==> config.mk <==
export PLATFORM = sky130hd
export DESIGN_NAME = dmem_arbiter
export DESIGN_NICKNAME = d
export VERILOG_FILES = /design/src/rtl/dmem_arbiter_pkg.sv /design/src/rtl/dmem_arbiter_lane_align.sv /design/src/rtl/dmem_arbiter.sv
export SDC_FILE = /design/constraint.sdc
export NUM_CORES = 1
export LEC_CHECK = 0
export ABC_CLOCK_PERIOD_IN_PS = 5700
export BUFFER_PORTS_ARGS = -buffer_cell sky130_fd_sc_hd__clkbuf_2
export CAP_MARGIN = 40
export CORE_MARGIN = 10
export CORE_UTILIZATION = 55
export CTS_CLUSTER_SIZE = 40
export DETAILED_ROUTE_END_ITERATION = 10
export MAX_ROUTING_LAYER = met4
export PLACE_DENSITY = 0.87
export SYNTH_ARGS = -nofsm -noshare
export SYNTH_HDL_FRONTEND = slang
export SYNTH_SLANG_ARGS = --single-unit
export TNS_END_PERCENT = 10
==> constraint.sdc <==
create_clock -name clk -period 5.7 [get_ports clk]
set_clock_uncertainty 0.15 [all_clocks]
set_input_delay 1.14 -clock clk [delete_from_list [all_inputs] [get_ports clk]]
set_output_delay 1.14 -clock clk [all_outputs]
set_load 0.02 [all_outputs]
==> src/rtl/dmem_arbiter_pkg.sv <==
// Shared types and constants for the data-memory arbiter and its lane aligner.
package dmem_arbiter_pkg;

    localparam int DMEM_DEPTH = 1024;

    typedef enum logic [1:0] {
        BYTE    = 2'b00,
        HALF    = 2'b01,
        WORD    = 2'b10,
        ILLEGAL = 2'b11
    } mem_size_e;

    typedef enum logic [2:0] {
        IDLE,
        READ,
        WRITE,
        RESP,
        ERR
    } dmem_arb_state_e;

    typedef union packed {
        logic [31:0]      w;
        logic [1:0][15:0] h;
        logic [3:0][7:0]  b;
    } dataBus_u;

    // True when the byte offset is a legal start position for the access size.
    function automatic logic size_aligned(mem_size_e size, logic [1:0] offset);
        case (size)
            BYTE:    size_aligned = 1'b1;
            HALF:    size_aligned = ~offset[0];
            WORD:    size_aligned = (offset == 2'b00);
            default: size_aligned = 1'b0;
        endcase
    endfunction

endpackage

==> src/rtl/dmem_arbiter_lane_align.sv <==
// Combinational lane handling: extracts a zero-extended load lane from a memory
// word and merges right-aligned store data into a word for sub-word writes.
module dmem_lane_align
    import dmem_arbiter_pkg::*;
(
    input  mem_size_e   size,
    input  logic [1:0]  offset,
    input  logic [31:0] word,
    input  logic [31:0] data,
    output logic [31:0] lane_data,
    output logic [31:0] merged
);

    dataBus_u word_u;
    dataBus_u data_u;
    dataBus_u merged_u;

    always_comb begin
        word_u    = word;
        data_u    = data;
        merged_u  = word;
        lane_data = '0;
        case (size)
            BYTE: begin
                lane_data          = {24'd0, word_u.b[offset]};
                merged_u.b[offset] = data_u.b[0];
            end
            HALF: begin
                lane_data             = {16'd0, word_u.h[offset[1]]};
                merged_u.h[offset[1]] = data_u.h[0];
            end
            default: begin
                lane_data  = word_u.w;
                merged_u.w = data_u.w;
            end
        endcase
        merged = merged_u.w;
    end

endmodule

==> src/rtl/dmem_arbiter.sv <==
// Two-port round-robin sequencer in front of the single-port word memory.
// Define DMEM_ARB_RMW_EN to allow sub-word stores via read-modify-write.
module dmem_arbiter
    import dmem_arbiter_pkg::*;
#(
    parameter int DEPTH  = DMEM_DEPTH,
    parameter int ADDR_W = 32
) (
    input  logic                   clk,
    input  logic                   rst_n,
    input  logic                   clk_en,
    input  logic [1:0]             req_valid,
    output logic [1:0]             req_ready,
    input  logic [1:0]             req_we,
    input  logic [1:0][1:0]        req_size,
    input  logic [1:0][ADDR_W-1:0] req_addr,
    input  logic [1:0][31:0]       req_wdata,
    output logic [1:0]             rsp_valid,
    output logic [31:0]            rsp_rdata,
    output logic                   rsp_err,
    output logic [31:0]            mem_addr,
    output logic [31:0]            mem_wdata,
    output logic                   mem_rd_en,
    output logic                   mem_wr_en,
    input  logic [31:0]            mem_rdata,
    input  logic                   mem_ready
);

    localparam logic [ADDR_W-1:0] DEPTH_A = ADDR_W'(DEPTH);

    dmem_arb_state_e   state_q, state_d;
    logic              last_grant_q, last_grant_d;
    logic              owner_q, owner_d;
    logic              we_q, we_d;
    mem_size_e         size_q, size_d;
    logic [ADDR_W-1:0] addr_q, addr_d;
    logic [31:0]       wdata_q, wdata_d;
    logic [31:0]       rdata_q, rdata_d;
    logic [31:0]       rmw_word_q, rmw_word_d;

    logic              grant;
    logic              accept;
    logic              req_err;
    mem_size_e         sel_size;
    logic [ADDR_W-1:0] sel_addr;
    logic [31:0]       lane_data;
    logic [31:0]       merged;

    dmem_lane_align u_lane_align (
        .size      (size_q),
        .offset    (addr_q[1:0]),
        .word      ((state_q == WRITE) ? rmw_word_q : mem_rdata),
        .data      (wdata_q),
        .lane_data (lane_data),
        .merged    (merged)
    );

    // Round-robin pick and accept-time validation of the winning request.
    always_comb begin
        case (req_valid)
            2'b01:   grant = 1'b0;
            2'b10:   grant = 1'b1;
            2'b11:   grant = ~last_grant_q;
            default: grant = 1'b0;
        endcase
        accept   = (state_q == IDLE) && clk_en && (|req_valid);
        sel_size = mem_size_e'(req_size[grant]);
        sel_addr = req_addr[grant];
        req_err  = !size_aligned(sel_size, sel_addr[1:0]) || ((sel_addr >> 2) >= DEPTH_A);
`ifndef DMEM_ARB_RMW_EN
        req_err  = req_err || (req_we[grant] && (sel_size != WORD));
`endif
    end

    always_comb begin
        state_d      = state_q;
        last_grant_d = last_grant_q;
        owner_d      = owner_q;
        we_d         = we_q;
        size_d       = size_q;
        addr_d       = addr_q;
        wdata_d      = wdata_q;
        rdata_d      = rdata_q;
        rmw_word_d   = rmw_word_q;
        case (state_q)
            IDLE: begin
                if (accept) begin
                    owner_d      = grant;
                    last_grant_d = grant;
                    we_d         = req_we[grant];
                    size_d       = sel_size;
                    addr_d       = sel_addr;
                    wdata_d      = req_wdata[grant];
                    rdata_d      = '0;
                    if (req_err)
                        state_d = ERR;
                    else if (req_we[grant] && (sel_size == WORD))
                        state_d = WRITE;
                    else
                        state_d = READ;
                end
            end
            READ: begin
                if (clk_en && mem_ready) begin
                    rdata_d    = lane_data;
                    rmw_word_d = mem_rdata;
                    state_d    = we_q ? WRITE : RESP;
                end
            end
            WRITE: begin
                if (clk_en && mem_ready)
                    state_d = RESP;
            end
            RESP, ERR: begin
                if (clk_en)
                    state_d = IDLE;
            end
            default: state_d = IDLE;
        endcase
    end

    always_ff @(posedge clk or negedge rst_n) begin
        if (!rst_n) begin
            state_q      <= IDLE;
            last_grant_q <= 1'b1;
            owner_q      <= 1'b0;
            we_q         <= 1'b0;
            size_q       <= BYTE;
            addr_q       <= '0;
            wdata_q      <= '0;
            rdata_q      <= '0;
            rmw_word_q   <= '0;
        end else begin
            state_q      <= state_d;
            last_grant_q <= last_grant_d;
            owner_q      <= owner_d;
            we_q         <= we_d;
            size_q       <= size_d;
            addr_q       <= addr_d;
            wdata_q      <= wdata_d;
            rdata_q      <= rdata_d;
            rmw_word_q   <= rmw_word_d;
        end
    end

    // req_ready is gated by rst_n so every output reads zero while in reset.
    always_comb begin
        req_ready = '0;
        if (accept && rst_n)
            req_ready[grant] = 1'b1;
        rsp_valid = '0;
        if (((state_q == RESP) || (state_q == ERR)) && clk_en)
            rsp_valid[owner_q] = 1'b1;
        rsp_err   = (state_q == ERR) && clk_en;
        rsp_rdata = ((state_q == RESP) && clk_en && !we_q) ? rdata_q : '0;
        mem_rd_en = (state_q == READ);
        mem_wr_en = (state_q == WRITE);
        mem_addr  = (mem_rd_en || mem_wr_en) ? 32'(addr_q >> 2) : '0;
        mem_wdata = mem_wr_en ? merged : '0;
    end

endmodule

# After elaboration in Yosys (flattened, before gate mapping)
# Index checks and enable logic that the tools add are counted.
totals:
  out_inout_bits: 103
  reg_bits: 136
  input_bits: 172
  wordCells: 108
classes:
  n_reduce_logical: 31
  muxes: 43
  bitwise_logic: 2
  n_eq_ne: 14
  order_cmp: 9
op_table:
  columns: ["op", "count"]
  rows:
  - ["$mux 32", 9]
  - ["$pmux 32 s2", 3]
  - ["$bwmux 32", 2]
  - ["$mux 16", 3]
  - ["$ge 30x11->1 const B", 1]
  - ["$mux 30", 1]
  - ["$bmux 8 s2", 1]
  - ["$demux 16 s1", 1]
  - ["$demux 8 s2", 1]
  - ["$mux 8", 2]
  - ["$mux 3", 5]
  - ["$logic_and 1x1->1", 14]
  - ["$pmux 3 s4", 1]
  - ["$mux 2", 5]
  - ["$eq 2x2->1 const B", 3]
  - ["$eq 3x2->1 const B", 2]
  - ["$logic_not 2->1", 3]
  - ["$lt 1x2->1 const B", 3]
  - ["$ne 2x2->1 const B", 3]
  - ["$mux 1", 5]
  - ["$eq 2x1->1 const B", 2]
  - ["$logic_or 1x1->1", 4]
  - ["$ne 2x1->1 const B", 2]
  - ["$reduce_and 2->1", 2]
  - ["15 further kinds", 21]

# Depth between registers and ports, before layout
logic_depth:
  ltp_word: 12
  depth_mapped: 10
  ltp_nobuf: 7

# By module
# Synthesis repeated with hierarchy kept, for this count alone.
hier_totals:
  hier_cells: 884
  hier_area_um2: 8331.7
by_module_without_submodules:
  columns: ["module", "n_inst", "area_per_inst_um2", "cells_each", "seq_area_each_um2"]
  rows:
  - ["dmem_arbiter", 1, 7033.0, 707, 3404.5]
  - ["dmem_lane_align", 1, 1298.7, 177, 0.0]

# Worst setup path before layout
# Ideal clock, no wire load.
synth_path:
  kind: "input-to-output"
  from: "input port req_valid[1]"
  to: "output port req_ready[1]"
  n_path_buf: 2
  required_time_ns: 4.410
  arrival_ns: 2.184
  slack_ns: 2.226
  stages: 5
  cell_sequence: "a21boi_0 buf_2 buf_1 nand3_1 nor2_1"
synth_via:
  elab_chain_len: 7
  word_cells_on_any_way: 12
  cone_classes: "2 x order compare; 2 x eq/ne; 4 x mux; 4 x reduce/logical"
synth_rtl:
  columns: ["element", "line_no", "rtl"]
  rows:
  - ["start, declared", "dmem_arbiter.sv:12", "input logic [1:0] req_valid,"]
  - ["$eq 2x2->1", "dmem_arbiter.sv:60", "case (req_valid)"]
  - ["$pmux 1 s2", "dmem_arbiter.sv:60", null]
  - ["$lt 1x2->1 (implied by the code) / $ge 1x1->1 (equally long branches)", "dmem_arbiter.sv:150", "req_ready[grant] = 1'b1;"]
  - ["$logic_and 1x1->1 (implied by the code)", "dmem_arbiter.sv:150", null]
  - ["$mux 1 (implied by the code)", "dmem_arbiter.sv:150", null]
  - ["$demux 1 s1", "dmem_arbiter.sv:150", null]
  - ["$mux 2 (*)", "dmem_arbiter.sv:149", "if (accept && rst_n)"]
  - ["end, declared", "dmem_arbiter.sv:13", "output logic [1:0] req_ready,"]
# Every way passes the cells marked *; elsewhere a longest branch is shown, timed or not.

# Worst setup path after layout
layout_path:
  from: "register state_q[2]"
  to: "output port mem_wdata[17]"
layout_via:
  elab_chain_len: 5
  word_cells_on_any_way: 6
  cone_classes: "1 x eq/ne; 5 x mux"
layout_rtl:
  columns: ["element", "line_no", "rtl"]
  rows:
  - ["start, declared", "dmem_arbiter.sv:31", "dmem_arb_state_e state_q, state_d;"]
  - ["start signal, assigned", "dmem_arbiter.sv:134", "state_q <= state_d;"]
  - ["$eq 3x2->1 (*)", "dmem_arbiter.sv:52, dmem_arbiter.sv:157", null]
  - ["$mux 32", "dmem_arbiter.sv:52", ".word ((state_q == WRITE) ? rmw_word_q : mem_rdata),"]
  - ["$bwmux 32, on equally long branches", "dmem_arbiter_lane_align.sv:30, dmem_arbiter_lane_align.sv:26", null]
  - ["$pmux 32 s2", "dmem_arbiter_lane_align.sv:23", "case (size)"]
  - ["$mux 32 (*)", "dmem_arbiter.sv:159", "mem_wdata = mem_wr_en ? merged : '0;"]
  - ["end, declared", "dmem_arbiter.sv:22", "output logic [31:0] mem_wdata,"]
# Marks and branches as above.

==> out/results.ini <==
[timing]
slew_violations = 0
grt_setup_unrepaired = no
setup_viol_count_final = 0
hold_viol = 0
slew_headroom = 0.398
period_share = 0.784
fmax_ghz = 0.224
final.setup.worst_slack_ps = 1230
fin_crit_ps = 4470
tns_ps = 0
tightest_slew_ps = 902

[detailed_routing]
via_per_inst = 6.07
drtIter0Drc = 814
drc = 0
drtAntennaViolNets = 0
wl_mm = 29.3
dr.pass1.iters = 5
routedWlPerCell_um = 21.5
vias = 8268

[final_layout]
stdcell_area_mm2 = 0.00991
fin_util = 0.708
stdcell_count = 1362
drive_gt1_frac = 0.305
diodes = 0
nNetsFinal = 1344
syn_to_final_growth_pct = 24.8

[global_route]
grt_max_degree = 79
grt_usage = 0.296
grt_overflow = 0
antenna_found_initial = 0
grt_pass1_wl_mm = 45.1
grt_pass1_vias = 8102

[critical_path]
crit_path_start_kind = flop
r2r-start = state_q[2]
path_buf_inv = 3
arrival_ps = 3180
setup.worst_path.end_class = output pin
r2r_end = rdata_q[1]
cp_max_fo = 34
reg2reg_depth = 8
r2r_setup_slack_ps = 2610
critPathRequiredTime_ps = 4410
max_stage_delay_ps = 590
cp_slowest_cell = mux2i_1
worstPathCellList = nor2_2, nand2_4, inv_2, buf_12, mux2i_1, o21ai_0, a221oi_1, nor2_1, clkbuf_2
crit_type = reg2out
cpLargestDelayFamily = buffers and inverters

[floorplan]
die-width_um = 140
start_util = 0.567
coreArea_mm2 = 0.0140
top_level_ports = 275
num_rows = 43
fp.dieH_um = 140
fp.dieArea_mm2 = 0.0196

[yosys]
synthTopCellsByArea = dfrtp_1, nand2_1, nor2_1, a31oi_1, mux2i_1
ys_seq_area_frac = 0.429
synth_common_cells = nand2_1, dfrtp_1, nor2_1
async_reset_ff_frac = 1.00
synth_area_per_cell_um2 = 8.40
synth_cells = 945
ys.flop_type = dfrtp_1
ys_types = 58
synth_area_mm2 = 0.00794
ys_ff_latch = 136
synth_area_leader_cell = dfrtp_1
synth.top_cell.area_share = 0.426
yosys_warnings = 0
yosysMostFrequentCell = nand2_1
synth-edff-count = 0

[clock_tree]
post-cts-setup-buffer-count = 0
cts_sinks = 136
clkTransAtPathRegs_ps = 50
clk_latency_ps = 420
cts_max_level = 4
cts_tree = done
clock_path_buffers = 2
cts_hold_buffers = 0
cts_made_buffers = 17
clockRootBuffer = clkbuf_16
cts_resized = 0

[pwr]
clkPwrFrac = 0.339
power_frac_seq = 0.416
combPwrFrac = 0.245
power_switching_uw = 975
ir_drop_v = 0.000237
switching_share = 0.325
p_per_area_mw_per_mm2 = 303
leakage_uw = 0.00483
internal-power_uw = 2020

[worst_hold_path]
holdPathEnd = rdata_q[27]
holdCritPathClass = reg2reg
hold_depth = 2
min_from = rdata_q[27]

[placed_design]
hpwl_mm = 22.2
dp_cells = 1333
place_area_mm2 = 0.00938
place_ws_ps = 1800
io_buffer_count = 272
place_congestion = 1.04

[status]
status = completed

[flow_run]
cap_viol_max_count = 0

registers in the layout, indices dropped and copies added (netlist names):
register and flops:
addr_q 32, rdata_q 32, rmw_word_q 32, wdata_q 32, state_q 3, size_q 2, last_grant_q 1, owner_q 1
we_q 1
tightest hold or removal path: stages, from the launching register on:
cell and delay (ps):
dfrtp_1 340, nand2_1 40, o21ai_0 60
routing by layer:
metal	vias up	routed length, µm	track usage
met3	95	3430	0.0997
met4	0	1230	0.126
met2	552	13400	0.446
met1	3876	11300	0.356
met5	-	0	-
li1	3745	-	-
worst max path at each step:
stage	depth (start not counted)	start	endpoint
detailed placement	9	state_q[2]	mem_wdata[25]
finish	9	state_q[2]	mem_wdata[17]
global placement	6	state_q[1]	mem_wdata[18]
floorplan	5	req_valid[1]	req_ready[1]
global route	8	state_q[1]	mem_wdata[25]
CTS	9	state_q[2]	mem_wdata[17]
power by group through the flow:
stage	sequential, µW	combinational [µW]	clock (µW)
3_5_place_dp	1250	716	0
5_1_grt	1260	807	1060
3_3_place_gp	1270	651	0
6_report	1250	735	1010
4_1_cts	1240	721	1020
2_1_floorplan	1170	516	0
area by class of cell:
type	count	area [µm²]
fillers	1104	4080
multi-input cells	726	4180
well taps	180	225
inverters	4	15.0
clock inverters	4	45.0
repair buffers	287	1550
clock buffers	25	485
flip-flops and latches	136	3400
cells by family (layout without fill, tap and decap cells):
kind of cell,count (synthesis),in the layout,synth area share
buffers and inverters,84,320,0.0495
AO/OA/AOI/OAI,197,197,0.168
multiplexers,73,73,0.0982
other,1,2,0.000472
AND/OR/NAND/NOR,454,454,0.255
flip-flops,136,136,0.429
stage by stage:
| step | hold WS [ps] | power [µW] |
|---|---|---|
| after global placement | 319 | 1930 |
| after global routing | 353 | 3130 |
| after detailed placement | 316 | 1970 |
| after floorplan | 292 | 1690 |
| after CTS | 328 | 2980 |
| final | 330 | 3000 |
layout by cell type (no fill, tap or decap), types with 4 or more instances in the layout:
master	instances
a211oi_1	13
a31oi_1	71
o21ai_0	36
a32o_1	8
a221oi_1	11
nand2_1	213
nor2_1	123
nor4_1	10
a221o_1	8
nand2b_1	6
clkbuf_2	271
o22ai_1	8
clkbuf_1	5
a32oi_1	8
and2_1	34
dfrtp_1	135
mux2_2	33
or2_0	7
o21ai_1	4
mux2i_1	38
nor2b_1	34
a21oi_1	11
buf_4	11
clkbuf_16	17
Power figures use the tool's default switching activity.
